`config.mk`:
```
export PLATFORM = sky130hd
export DESIGN_NAME = rx_frame_assembler
export DESIGN_NICKNAME = d
export VERILOG_FILES = /design/src/rtl/rx_frame_assembler.sv
export SDC_FILE = /design/constraint.sdc
export NUM_CORES = 1
export LEC_CHECK = 0
export ABC_AREA = 1
export BUFFER_PORTS_ARGS = -buffer_cell sky130_fd_sc_hd__buf_4
export CELL_PAD_IN_SITES_DETAIL_PLACEMENT = 1
export CELL_PAD_IN_SITES_GLOBAL_PLACEMENT = 1
export CORE_ASPECT_RATIO = 0.7
export CORE_MARGIN = 10
export CORE_UTILIZATION = 40
export DETAILED_ROUTE_END_ITERATION = 8
export PLACE_DENSITY = 0.7
export SLEW_MARGIN = 20
export SYNTH_ARGS = -nofsm -noshare
export SYNTH_HDL_FRONTEND = slang
export SYNTH_SLANG_ARGS = --single-unit
export TNS_END_PERCENT = 50
```
`constraint.sdc`:
```
create_clock -name clk -period 3.15 [get_ports clk]
set_input_delay 0.1575 -clock clk [delete_from_list [all_inputs] [get_ports clk]]
set_output_delay 0.1575 -clock clk [all_outputs]
set_load 0.05 [all_outputs]
```
`src/rtl/rx_frame_assembler.sv`:
```
// Frame assembler behind the max-channel decoder: serial bits -> length/payload/CRC-8 frames,
// payload bytes delivered through a small first-word-fall-through FIFO, per-frame status pulse.
module rx_frame_assembler #(
  parameter int MAX_LEN    = 64,
  parameter int FIFO_DEPTH = 16,
  parameter int TIMEOUT    = 4095
) (
  input  logic       clk,
  input  logic       rst,
  input  logic       enClk,
  input  logic       synchro,
  input  logic       infoBit,
  input  logic       infoValid,
  output logic [7:0] m_data,
  output logic       m_valid,
  output logic       m_last,
  input  logic       m_ready,
  output logic       frame_done,
  output logic       frame_ok,
  output logic [2:0] err_code
);
  localparam int AW = $clog2(FIFO_DEPTH);
  localparam int TW = $clog2(TIMEOUT + 1);
  localparam logic [7:0]    MAX_LEN_B = 8'(MAX_LEN);
  localparam logic [TW-1:0] TOUT_LAST = TW'(TIMEOUT - 1);
  localparam logic [AW:0]   DEPTH_C   = (AW+1)'(FIFO_DEPTH);

  localparam logic [2:0] ERR_OK     = 3'd0;
  localparam logic [2:0] ERR_CRC    = 3'd1;
  localparam logic [2:0] ERR_LEN    = 3'd2;
  localparam logic [2:0] ERR_OVF    = 3'd3;
  localparam logic [2:0] ERR_TOUT   = 3'd4;
  localparam logic [2:0] ERR_RESYNC = 3'd5;

  typedef enum logic [1:0] {IDLE, LEN, PAYLOAD, CRC} state_t;

  state_t          state, state_nxt;
  logic [2:0]      bit_cnt;
  logic [7:0]      byte_cnt;
  logic [TW-1:0]   tout;
  logic            ovf;
  logic [7:0]      shreg;
  logic [7:0]      len_r;
  logic [7:0]      crc;
  logic [7:0]      byte_w;
  logic            pay_last;

  logic            start, shift, byte_done, fifo_we, drop, tout_inc, done;
  logic [2:0]      done_err;

  logic [8:0]      mem [FIFO_DEPTH];
  logic [AW:0]     wr_ptr, rd_ptr;
  logic            fifo_full, fifo_rd;
  logic [8:0]      head;

  function automatic logic [7:0] crc8_byte(input logic [7:0] c_in, input logic [7:0] d);
    logic [7:0] c;
    c = c_in ^ d;
    for (int i = 0; i < 8; i++) c = c[7] ? ((c << 1) ^ 8'h07) : (c << 1);
    return c;
  endfunction

  assign byte_w   = {shreg[6:0], infoBit};
  assign pay_last = (byte_cnt == len_r - 8'd1);

  always_ff @(posedge clk) begin
    if (rst) state <= IDLE;
    else     state <= state_nxt;
  end

  // synchro outranks everything else on a tick, including a coincident data bit
  always_comb begin
    state_nxt = state;
    start     = 1'b0;
    shift     = 1'b0;
    byte_done = 1'b0;
    fifo_we   = 1'b0;
    drop      = 1'b0;
    tout_inc  = 1'b0;
    done      = 1'b0;
    done_err  = ERR_OK;
    if (enClk) begin
      if (synchro) begin
        start     = 1'b1;
        state_nxt = LEN;
        if (state != IDLE) begin
          done     = 1'b1;
          done_err = ERR_RESYNC;
        end
      end else if (state != IDLE) begin
        if (infoValid) begin
          shift = 1'b1;
          if (bit_cnt == 3'd7) begin
            byte_done = 1'b1;
            case (state)
              LEN: begin
                if (byte_w == 8'd0 || byte_w > MAX_LEN_B) begin
                  done      = 1'b1;
                  done_err  = ERR_LEN;
                  state_nxt = IDLE;
                end else begin
                  state_nxt = PAYLOAD;
                end
              end
              PAYLOAD: begin
                fifo_we = ~fifo_full;
                drop    = fifo_full;
                if (pay_last) state_nxt = CRC;
              end
              CRC: begin
                done      = 1'b1;
                done_err  = ovf ? ERR_OVF : ((byte_w != crc) ? ERR_CRC : ERR_OK);
                state_nxt = IDLE;
              end
              default: state_nxt = IDLE;
            endcase
          end
        end else if (tout == TOUT_LAST) begin
          done      = 1'b1;
          done_err  = ERR_TOUT;
          state_nxt = IDLE;
        end else begin
          tout_inc = 1'b1;
        end
      end
    end
  end

  always_ff @(posedge clk) begin
    if (rst) begin
      bit_cnt    <= '0;
      byte_cnt   <= '0;
      tout       <= '0;
      ovf        <= 1'b0;
      frame_done <= 1'b0;
      frame_ok   <= 1'b0;
      err_code   <= ERR_OK;
    end else begin
      frame_done <= done;
      frame_ok   <= done && (done_err == ERR_OK);
      if (done) err_code <= done_err;
      if (start) begin
        bit_cnt  <= '0;
        byte_cnt <= '0;
        tout     <= '0;
        ovf      <= 1'b0;
      end else if (shift) begin
        bit_cnt <= bit_cnt + 3'd1;
        tout    <= '0;
        if (byte_done && state == PAYLOAD) byte_cnt <= byte_cnt + 8'd1;
        if (drop) ovf <= 1'b1;
      end else if (tout_inc) begin
        tout <= tout + 1'b1;
      end
    end
  end

  // datapath registers carry no reset; a frame start re-seeds what matters
  always_ff @(posedge clk) begin
    if (start) crc <= 8'h00;
    else if (byte_done && state != CRC) crc <= crc8_byte(crc, byte_w);
    if (shift) shreg <= byte_w;
    if (byte_done && state == LEN) len_r <= byte_w;
  end

  // output FIFO; fullness is judged on the pre-read count
  assign fifo_full = ((wr_ptr - rd_ptr) == DEPTH_C);
  assign m_valid   = (wr_ptr != rd_ptr);
  assign fifo_rd   = m_valid & m_ready;
  assign head      = mem[rd_ptr[AW-1:0]];
  assign m_data    = m_valid ? head[7:0] : 8'h00;
  assign m_last    = m_valid & head[8];

  always_ff @(posedge clk) begin
    if (rst) begin
      wr_ptr <= '0;
      rd_ptr <= '0;
    end else begin
      if (fifo_we) wr_ptr <= wr_ptr + 1'b1;
      if (fifo_rd) rd_ptr <= rd_ptr + 1'b1;
    end
  end

  always_ff @(posedge clk) begin
    if (fifo_we) mem[wr_ptr[AW-1:0]] <= {pay_last, byte_w};
  end

endmodule

```
==> metrics.md, run 1 <==
| Metric | Value |
|---|---|
| Status | finished, final reports clean |
| Root Driver | clkbuf_16 |
| Syn nets | 910 |
| Reg-to-Reg Start | wr_ptr[1]$_SDFFE_PP0P_ |
| Largest net degree at the start of global routing | 51 |
| CP max stage delay | 0.54 ns |
| Max-slew headroom | roughly 34% |
| Ports | 22 |
| Pre-CTS WS | between 0.6 and 0.7 ns |
| Storage element area | roughly 5800 um2 |
| Skew-Pair Late Insertion Delay | just over 0.5 ns |
| Post-synthesis register bit count | ~210 |
| N_diodes | 0 |
| First-pass GRT wire length | 39.7 mm |
| Synth top area share | 51.5% |
| DRC | 0 |
| F_max | about 0.35 GHz |
| Synth cell types | 40 |
| Die X | 202 um |
| GR Overflow Total | 0 |
| Cell count after placement | between 1000 and 1500 |
| Clock transition at path regs | 0.06 ns |
| Post-DR wirelength/cell | 20.2 um |
| Non-filler cells, final | roughly 1300 |
| Setup WS post-layout | 0.274 ns |
| CP Class | flip-flop to output pin |
| CTS tree | done |
| Max Clock Skew | 0.0193 ns |
| Cells after Synth | roughly 900 |
| Clock Sinks | 212 |
| M1 wire length | about 13 mm |
| Area leader, netlist | edfxtp_1 |
| Worst hold margin | 0.00124 ns |
| Worst Setup End Kind | output pin |
| WHS Endpoint | crc[0]$_SDFFE_PP0P_ |
| Arrival time at the worst endpoint | around 2.7 ns |
| Routed Antenna Nets | 0 |
| FF-to-FF setup slack | just over 0.6 ns |
| Final net count | 957 |
| EDFF count, synth | approximately 160 |
| DRC marker count from the first detailed-route iteration | roughly 540 |
| Reg2Reg Depth | 12 |
| Sequential fraction of the synthesis area | 63.0% |
| Number of global-route vias before repair | slightly below 7000 |
| Multi-input gate area | a little over 3000 um2 |
| TritonRoute pass-1 iters | 5 |
| Crit start category | flip-flop |
| Final setup viols | 0 |
| Setup TNS | 0 ns |
| Num CTS Buffers | 22 |
| Ys flop type | edfxtp_1 |
| Final Util | 47.1% |
| Fillers | 2474 |
| CTS max path bufs | 3 |
| Total die area | approximately 30000 um2 |
| Hold Path Class | input pin to flip-flop |
| Critical-path cell list | buf_4, clkinv_1, o221ai_1, nand3_1, a21oi_1, buf_4 |
| Final-report hold violation count | 0 |
| Core area | 22700 um2 |
| Cell leakage power | 3.80 nW |
| Die Y | 147 um |
| Metal2 WL | 10.9 mm |
| PostCTS Resize Cnt | 0 |
| RR Endpoint | mem[10][3]$_DFFE_PP_ |
| Gr usage total | 16.7% |
| Worst path slowest cell | clkinv_1 |
| Worst-Margin Slew | 0.985 ns |
| Mapped Avg Cell Area | 10.5 um2 |
| H-tree levels | 1 |
| Hold depth | 4 |
| Count of input and output buffers | 21 |
| Hpwl dp | approximately 17 mm |
| Period utilization | approximately nine tenths |
| HP Start | synchro |
| Initial antenna violation count | 1 |
| Vias | 6728 |
| Gp weighted congestion | a little over 0.8 |
| MaxCap Viol Count | 0 |
| Routed wl met3 | 1.48 mm |
| Row Count | 46 |
| Final min period | 2.88 ns |
| Share of layout cells above drive strength 1 | 11.0% |
| Top layer in use | met4 |
| RSZ-0062 raised after global routing | false |
| Area contributors post-synth | edfxtp_1 52%, dfxtp_1 11%, nor2_1 5.9% |
| Pins Over Slew Limit | 0 |
| Async SR Flop Fraction | 0% |
| Vias per cell | 5.36 |
| Routed wire length | 25.3 mm |
| Syn. warnings | 0 |
| Pwr dens | 588 nW/um2 |
| Starting Density | about two fifths |
| Synthesized cell area | approximately 9300 um2 |
| Maximum VDD drop | between 0.0004 and 0.0005 V |
| Req. time, crit path | 2.99 ns |
| CP Max Fanout | 19 |
| Most used cell, CP | buf_4 |
| Area delta synth->final | 15.6% |
-- flip-flops by register name (all words and copies together), names as in the netlist, named ones only --
name	count
mem	144
tout	12
byte_cnt	8
crc	8
len_r	8
shreg	7
rd_ptr	5
wr_ptr	5
bit_cnt	3
err_code	3
state	2
frame_done	1
frame_ok	1
ovf	1
-- metrics by stage --
stage	power (mW)	cell area, um2
floorplan	3.42	9270
global placement	3.60	9940
detailed placement	3.62	9940
CTS	6.34	10700
global route	6.51	10700
finish	6.30	10700
-- layer usage --
metal / up-vias / global-route usage (%)
li1: 3186 / -
met1: 3346 / 25.3
met2: 175 / 25.0
met3: 21 / 2.33
met4: 0 / 2.70
met5: - / 0
-- cells in the mapped netlist, types with 11 or more instances --
library cell and number:
edfxtp_1 159, nor2_1 145, o21ai_0 103, nand2_1 94, inv_1 70, dfxtp_1 53
a21oi_1 47, nand3_1 47, o221ai_1 33, clkbuf_1 27, ha_1 22, xnor2_1 16
xor2_1 11
-- layout by cell type, fill, tap and decap left out, types with 5 or more instances in the layout --
| cell type | netlist | final |
|---|---|---|
| nor2_1 | 145 | 145 |
| o22ai_1 | 5 | 5 |
| buf_4 | 0 | 52 |
| clkbuf_16 | 0 | 23 |
| xnor2_1 | 16 | 16 |
| inv_1 | 70 | 70 |
| xor2_1 | 11 | 11 |
| nor3_1 | 8 | 8 |
| nand3_1 | 47 | 47 |
| dfxtp_1 | 53 | 52 |
| ha_1 | 22 | 22 |
| o221ai_1 | 33 | 33 |
| clkinv_1 | 2 | 5 |
| nand2_1 | 94 | 94 |
| o21ai_0 | 103 | 103 |
| edfxtp_1 | 159 | 159 |
| a21oi_1 | 47 | 47 |
-- critical path: cells and delay by family (launching register included) --
family	cells	cell delay, ns
and+or+nand+nor	1	0.19
AOI/OAI and AO/OA	2	0.66
buffers and inverters	3	1.04
DFF	1	0.31
-- report_power, final --
| group | internal [mW] | switching [mW] |
|---|---|---|
| registers | 2.99 | 0.0144 |
| clock network | 1.65 | 1.08 |
| logic | 0.152 | 0.413 |
-- area by class of cell --
type | count | share of cell area [%]
Inverter | 74 | 2.59
Sequential cell | 212 | 54.5
Tap cell | 312 | 3.64
Clock buffer | 29 | 5.86
Clock inverter | 11 | 1.23
Multi-Input combinational cell | 563 | 28.2
Timing Repair Buffer | 55 | 4.02
-- kinds of logic (layout without fill, tap and decap cells) --
group | count (synthesis) | count (layout) | share of synthesized area [%]
fa+ha+maj | 22 | 22 | 2.97
flops | 212 | 212 | 63.0
xor+xnor | 27 | 27 | 2.55
buf+inv | 106 | 169 | 4.43
compound gates | 196 | 196 | 12.2
simple gates | 318 | 318 | 14.9
-- worst max-delay path by stage --
stage	startpoint	endpoint	slack [ns]
floorplan	state[0]$_SDFFE_PP0P_	mem[15][0]$_DFFE_PP_	0.73
global placement	wr_ptr[1]$_SDFFE_PP0P_	mem[4][3]$_DFFE_PP_	0.73
detailed placement	wr_ptr[1]$_SDFFE_PP0P_	mem[4][3]$_DFFE_PP_	0.65
CTS	flip-flop	m_data[3]	0.31
global route	flip-flop	m_data[6]	0.10
finish	flip-flop	m_data[3]	0.27
-- repair_timing --
action	4_1_cts	5_1_grt
hold buffers	2	0
endpoints found under the setup margin	0	0
hold endpoints to repair	7	0
buffers inserted	0	0
Note: power is estimated with default switching activity, not from simulation.
==> run 2, diff against run 1 <==
--- a/config.mk
+++ b/config.mk
@@ -11,9 +11,10 @@
 export CELL_PAD_IN_SITES_GLOBAL_PLACEMENT = 1
 export CORE_ASPECT_RATIO = 0.7
 export CORE_MARGIN = 10
-export CORE_UTILIZATION = 40
+export CORE_UTILIZATION = 50
 export DETAILED_ROUTE_END_ITERATION = 8
-export PLACE_DENSITY = 0.7
+export PLACE_DENSITY = 0.83
+export REMOVE_ABC_BUFFERS = 1
 export SLEW_MARGIN = 20
 export SYNTH_ARGS = -nofsm -noshare
 export SYNTH_HDL_FRONTEND = slang
==> run 2 against run 1 <==
Net effect: final area is 1.3% lower; sequential share of layout area up 0.72 points; clock power fell by 4%; clock skew down 0.0044 ns; non-clock buffer count down 4; via count rose by 5.2%; sequential cell count is the same; first-iteration DRC count grew 52%; total power is 1.5% lower; critical path type unchanged; largest cell class unchanged; largest power group unchanged.
==> metrics.md, run 2 (synthesis gave the netlist of run 1 again) <==
| Metric | Value |
|---|---|
| Setup bufs post-CTS | 0 |
| Largest register FFs | 144 |
| CTS tree | done |
| Most used cell, CP | buf_12 |
| Gr usage total | 22.7% |
| Final min period | 2.81 ns |
| Pwr dens | 587 nW/um2 |
| Clock share of power | 42.3% |
| Number of global-route vias before repair | between 7000 and 8000 |
| Row Count | 41 |
| Req. time, crit path | 2.99 ns |
| Area delta synth->final | 14.1% |
| Worst path slowest cell | dfxtp_2 |
| DP Area | 9840 um2 |
| Skew-Pair Late Insertion Delay | 0.52 ns |
| Setup WS post-layout | 0.341 ns |
| DRC | 0 |
| Vias per cell | about 6.0 |
| Combinational share of power | 9.3% |
| Final net count | 953 |
| Crit start category | flip-flop |
| CP top delay family | buffers and inverters |
| Count of input and output buffers | 21 |
| Worst hold margin | 0.0306 ns |
| Critical-path cell list | buf_12, clkinv_1, buf_12, o21ai_0, o221ai_1, nand3_1, a21oi_1, buf_4 |
| Die Y | 134 um |
| TritonRoute pass-1 iters | 5 |
| Root Driver | clkbuf_16 |
| Final-report hold violation count | 0 |
| Pint | 4.68 mW |
| Arrival time at the worst endpoint | ~2.7 ns |
| Die X | 183 um |
| Num CTS Buffers | 22 |
| FF-to-FF setup slack | 0.42 ns |
| Routed Antenna Nets | 0 |
| CTS max path bufs | 3 |
| Final Total Pwr | 6.20 mW |
| Seq pwr share | 48.4% |
| MaxCap Viol Count | 0 |
| Cell leakage power | 3.79 nW |
| Share of layout cells above drive strength 1 | 10.9% |
| Ports | 22 |
| Total die area | 24500 um2 |
| Vias | between 7000 and 8000 |
| Largest net degree at the start of global routing | 74 |
| Worst-Margin Slew | 0.955 ns |
| Hold Path Class | input pin to flip-flop |
| GR Overflow Total | 0 |
| Gp weighted congestion | 0.825 |
| Hpwl dp | 17.9 mm |
| CP bufs+invs | 4 |
| F_max | 0.356 GHz |
| Worst Setup End Kind | output pin |
| Clock transition at path regs | 0.06 ns |
| Highest-count cells in the layout ignoring fill and taps | 159 x edfxtp_1, 145 x nor2_1, 103 x o21ai_0 |
| Period utilization | 89.2% |
| Max-slew headroom | 36.3% |
| First-pass GRT wire length | 43.8 mm |
| Pins Over Slew Limit | 0 |
| Status | finished, final reports clean |
| Commonest non-fill, non-tap cell in the layout | edfxtp_1 |
| CP Max Fanout | 73 |
| Pre-CTS WS | 0.498 ns |
| Routed wire length | 27.8 mm |
| Starting Density | 51.2% |
| H-tree levels | 1 |
| CP max stage delay | 0.34 ns |
| Initial antenna violation count | 1 |
| Clock Sinks | 212 |
| Core area | 18100 um2 |
| Fraction of power spent switching nets | 24.5% |
| Final setup viols | 0 |
| Max Clock Skew | 0.0149 ns |
| Post-DR wirelength/cell | 23.6 um |
| RSZ-0062 raised after global routing | false |
| Maximum VDD drop | 0.000550 V |
| CP Class | flip-flop to output pin |
| P_sw | 1.52 mW |
| Final instance area | 10600 um2 |
| N_diodes | 0 |
| DRC marker count from the first detailed-route iteration | 814 |
## run 2: cell types whose count changed in the layout (fill, tap and decap cells not counted), moves of 2 or more
cell,before,now
buf_4,52,47
clkinv_2,2,4
bufinv_16,3,1
clkbuf_2,0,3
buf_12,1,3
## run 2: worst register-to-register path: cells and delay by family, from the launching register on
kind                       cells  cell delay [ns]
adders and majority gates      1             0.22
DFF                            1             0.42
buffers and inverters          4             0.56
AOI/OAI and AO/OA              1             0.17
and+or+nand+nor                9             1.05
## run 2: power by group through the flow
| stage | logic, mW | registers (mW) | clock network (mW) |
|---|---|---|---|
| floorplan | 0.305 | 3.09 | 0 |
| global placement | 0.528 | 3.06 | 0 |
| detailed placement | 0.556 | 3.06 | 0 |
| CTS | 0.569 | 3.00 | 2.64 |
| global route | 0.622 | 3.00 | 2.77 |
| finish | 0.578 | 3.00 | 2.62 |
## run 2: cell type report
type                       instances  area, um2
fill                            1962       7530
sequential                       212       5840
multi-input combinational        563       3020
clock buffer                      32        664
timing repair buffer              51        423
tap                              236        295
inverter                          74        278
clock inverter                     7       57.6
## run 2: final timing paths
kind                                 start                  endpoint  cells after the start
setup / recovery                 flip-flop                 m_data[6]                      8
hold / removal                       enClk       crc[0]$_SDFFE_PP0P_                      4
setup reg to reg    wr_ptr[0]$_SDFFE_PP0P_      mem[13][7]$_DFFE_PP_                     15
hold reg to reg   err_code[0]$_SDFFE_PP0P_  err_code[0]$_SDFFE_PP0P_                      2
## run 2: stage by stage
step,TNS (ns),utilization (%),std cells
4_1_cts,0,58.4,1175
3_3_place_gp,0,54.4,1135
5_1_grt,0,58.4,1175
3_5_place_dp,0,54.4,1135
2_1_floorplan,-6.11,-,849
6_report,0,58.4,1175
## run 2: what timing repair did
action | CTS | global route
setup endpoints to repair | 0 | 0
hold buffers | 1 | 0
gates resized for setup | 0 | 0
hold endpoints to repair | 6 | 0
## run 2: per-layer routing
layer / global-route usage, % / vias up / part of all wire (%)
li1: - / 3171 / -
met1: 30.3 / 3533 / 42
met2: 36.7 / 317 / 46
met3: 4.17 / 57 / 8.5
met4: 7.03 / 0 / 2.7
met5: 0 / - / 0
==> run 3, diff against run 2 <==
--- a/config.mk
+++ b/config.mk
@@ -9,10 +9,10 @@
 export BUFFER_PORTS_ARGS = -buffer_cell sky130_fd_sc_hd__buf_4
 export CELL_PAD_IN_SITES_DETAIL_PLACEMENT = 1
 export CELL_PAD_IN_SITES_GLOBAL_PLACEMENT = 1
-export CORE_ASPECT_RATIO = 0.7
 export CORE_MARGIN = 10
 export CORE_UTILIZATION = 50
 export DETAILED_ROUTE_END_ITERATION = 8
+export MAX_ROUTING_LAYER = met4
 export PLACE_DENSITY = 0.83
 export REMOVE_ABC_BUFFERS = 1
 export SLEW_MARGIN = 20
==> run 3 against run 2 <==
Net effect: sequential power is essentially flat; non-clock buffer count shrank 3; hold slack lost 0.013 ns; worst setup slack lost 0.067 ns; core utilization shrank 0.086 points; clock skew grew 0.0061 ns; count of clock-buffer cells in the layout shrank 2; critical path type is now flip-flop to flip-flop; critical endpoint is now mem[9][6]$_DFFE_PP_.
==> metrics.md, run 3 (synthesis gave the netlist of run 1 again) <==
| Metric | Value |
|---|---|
| CTS tree | done |
| Final Total Pwr | 6.26 mW |
| Period utilization | a little over 90% |
| First-pass GRT wire length | roughly 42 mm |
| Routed wire length | around 27 mm |
| Hold Path Class | input pin to flip-flop |
| Core area | 18100 um2 |
| Final-report hold violation count | 0 |
| WHS Endpoint | crc[0]$_SDFFE_PP0P_ |
| Pint | about 4.7 mW |
| CP Class | flip-flop to flip-flop |
| Highest-count cells in the layout ignoring fill and taps | 159 x edfxtp_1, 143 x nor2_1, 103 x o21ai_0 |
| Worst Setup End Kind | flip-flop |
| Final min period | 2.88 ns |
| Num CTS Buffers | 22 |
| P_sw | 1.52 mW |
| Combinational share of power | under 10% |
| Clock Sinks | ~210 |
| Max-slew headroom | between 20% and 30% |
| Hold depth | 4 |
| Gp weighted congestion | 0.870 |
| Routed Antenna Nets | 0 |
| F_max | 0.348 GHz |
| Initial antenna violation count | 0 |
| TritonRoute pass-1 iters | 5 |
| Fillers | 1955 |
| Worst path slowest cell | nor2_1 |
| DRC | 0 |
| GR Overflow Total | 0 |
| Seq pwr share | 48.0% |
| Worst hold margin | 0.0177 ns |
| Root Driver | clkbuf_16 |
| Final setup viols | 0 |
| Most used cell, CP | nand2_1 |
| Cell leakage power | approximately 3.8 nW |
| CTS max path bufs | 3 |
| Pwr dens | ~590 nW/um2 |
| Worst-Margin Slew | 1.18 ns |
| Setup WS post-layout | 0.274 ns |
| CP max stage delay | 0.58 ns |
| Crit start category | flip-flop |
| N_diodes | 0 |
| Share of layout cells above drive strength 1 | slightly above 10% |
| Vias | about 7000 |
| Starting Density | between 50 and 60% |
| Hpwl dp | approximately 17 mm |
| Status | finished, final reports clean |
| Die X | 156 um |
| MaxCap Viol Count | 0 |
| Final net count | 950 |
| CP Max Fanout | 9 |
| FF-to-FF setup slack | 0.27 ns |
| Vias per cell | between 5 and 6 |
| Pre-CTS WS | 0.404 ns |
| Count of input and output buffers | 21 |
| H-tree levels | 1 |
| Critical-path cell list | inv_1, ha_1, inv_1, nand2_1, nand2_1, a21o_1, nand2_1, nand2_1, nand2_1, nand3_1, nand2_2, inv_2, nand2_1, nor2_1 |
| Die Y | 156 um |
| Largest register FFs | 144 |
| CP top delay family | simple AND/OR/NAND/NOR gates |
| RSZ-0062 raised after global routing | false |
| Skew-Pair Late Insertion Delay | 0.51 ns |
| Area delta synth->final | 13.8% |
| Total die area | 24400 um2 |
| Max Clock Skew | 0.0210 ns |
| Post-DR wirelength/cell | roughly 23 um |
| RR Endpoint | mem[9][6]$_DFFE_PP_ |
| CP bufs+invs | 3 |
| Pins Over Slew Limit | 0 |
| Reg-to-Reg Start | wr_ptr[0]$_SDFFE_PP0P_ |
| Req. time, crit path | ~3.3 ns |
| Arrival time at the worst endpoint | 3.01 ns |
| Reg2Reg Depth | 14 |
| Number of global-route vias before repair | between 7000 and 8000 |
| Row Count | between 40 and 50 |
| Fraction of power spent switching nets | about a quarter |
| Ports | 22 |
| Clock transition at path regs | 0.07 ns |
| Maximum VDD drop | 0.000411 V |
| Commonest non-fill, non-tap cell in the layout | edfxtp_1 |
| DRC marker count from the first detailed-route iteration | 690 |
| HP Start | enClk |
| Gr usage total | 22.9% |
| Largest net degree at the start of global routing | 73 |
| Clock share of power | approximately 43% |
run 3: worst max-delay path by stage:
stage / start / endpoint / slack [ns] / depth (start not counted)
floorplan: flip-flop / m_data[2] / -0.74 / 7
finish: wr_ptr[0]$_SDFFE_PP0P_ / mem[9][6]$_DFFE_PP_ / 0.27 / 14
global placement: rd_ptr[1]$_SDFFE_PP0P_ / mem[9][1]$_DFFE_PP_ / 0.61 / 12
CTS: wr_ptr[0]$_SDFFE_PP0P_ / mem[1][6]$_DFFE_PP_ / 0.27 / 14
global route: wr_ptr[0]$_SDFFE_PP0P_ / mem[9][1]$_DFFE_PP_ / 0.01 / 14
detailed placement: rd_ptr[1]$_SDFFE_PP0P_ / mem[2][4]$_DFFE_PP_ / 0.40 / 12
run 3: area by class of cell:
class	count	area [um2]	area share, %
Tap cell	229	287	2.72
Multi-Input combinational cell	563	3030	28.7
Clock buffer	30	612	5.80
Clock inverter	10	130	1.23
Sequential cell	212	5840	55.3
Timing Repair Buffer	48	378	3.58
Inverter	74	278	2.63
run 3: power by group through the flow:
stage	Combinational (mW)	Sequential [mW]	Clock [mW]
floorplan	0.305	3.09	0
CTS	0.548	3.01	2.74
finish	0.550	3.01	2.70
global route	0.597	3.01	2.84
global placement	0.518	3.07	0
detailed placement	0.534	3.07	0
run 3: timing repair:
item                                   4_1_cts  5_1_grt
endpoints found under the hold margin        7        0
hold buffers                                 2        0
buffers inserted                             0        0
setup endpoints to repair                    0       18
resized for setup                            0        2
run 3: through the flow:
stage / TNS [ns] / area, um2 / cells / util, %
finish: 0 / 10500 / 1166 / 58.3
global route: 0 / 10500 / 1166 / 58.3
CTS: 0 / 10500 / 1166 / 58.3
detailed placement: 0 / 9780 / 1124 / 54.1
global placement: 0 / 9780 / 1124 / 54.1
floorplan: -6.11 / 9140 / 849 / -
run 3: routing by layer:
layer / up-vias / share of wire, % / GRT usage, %
li1: 3171 / - / -
met1: 3432 / 38 / 24.6
met2: 222 / 53 / 42.0
met3: 69 / 5.5 / 3.72
met4: 0 / 3.3 / 7.51
met5: - / 0 / -
run 3: worst min-delay path: cells and delay by family:
kind,cells,cell delay (ns)
compound gates,1,0.09
simple gates,1,0.11
buf+inv,2,0.13
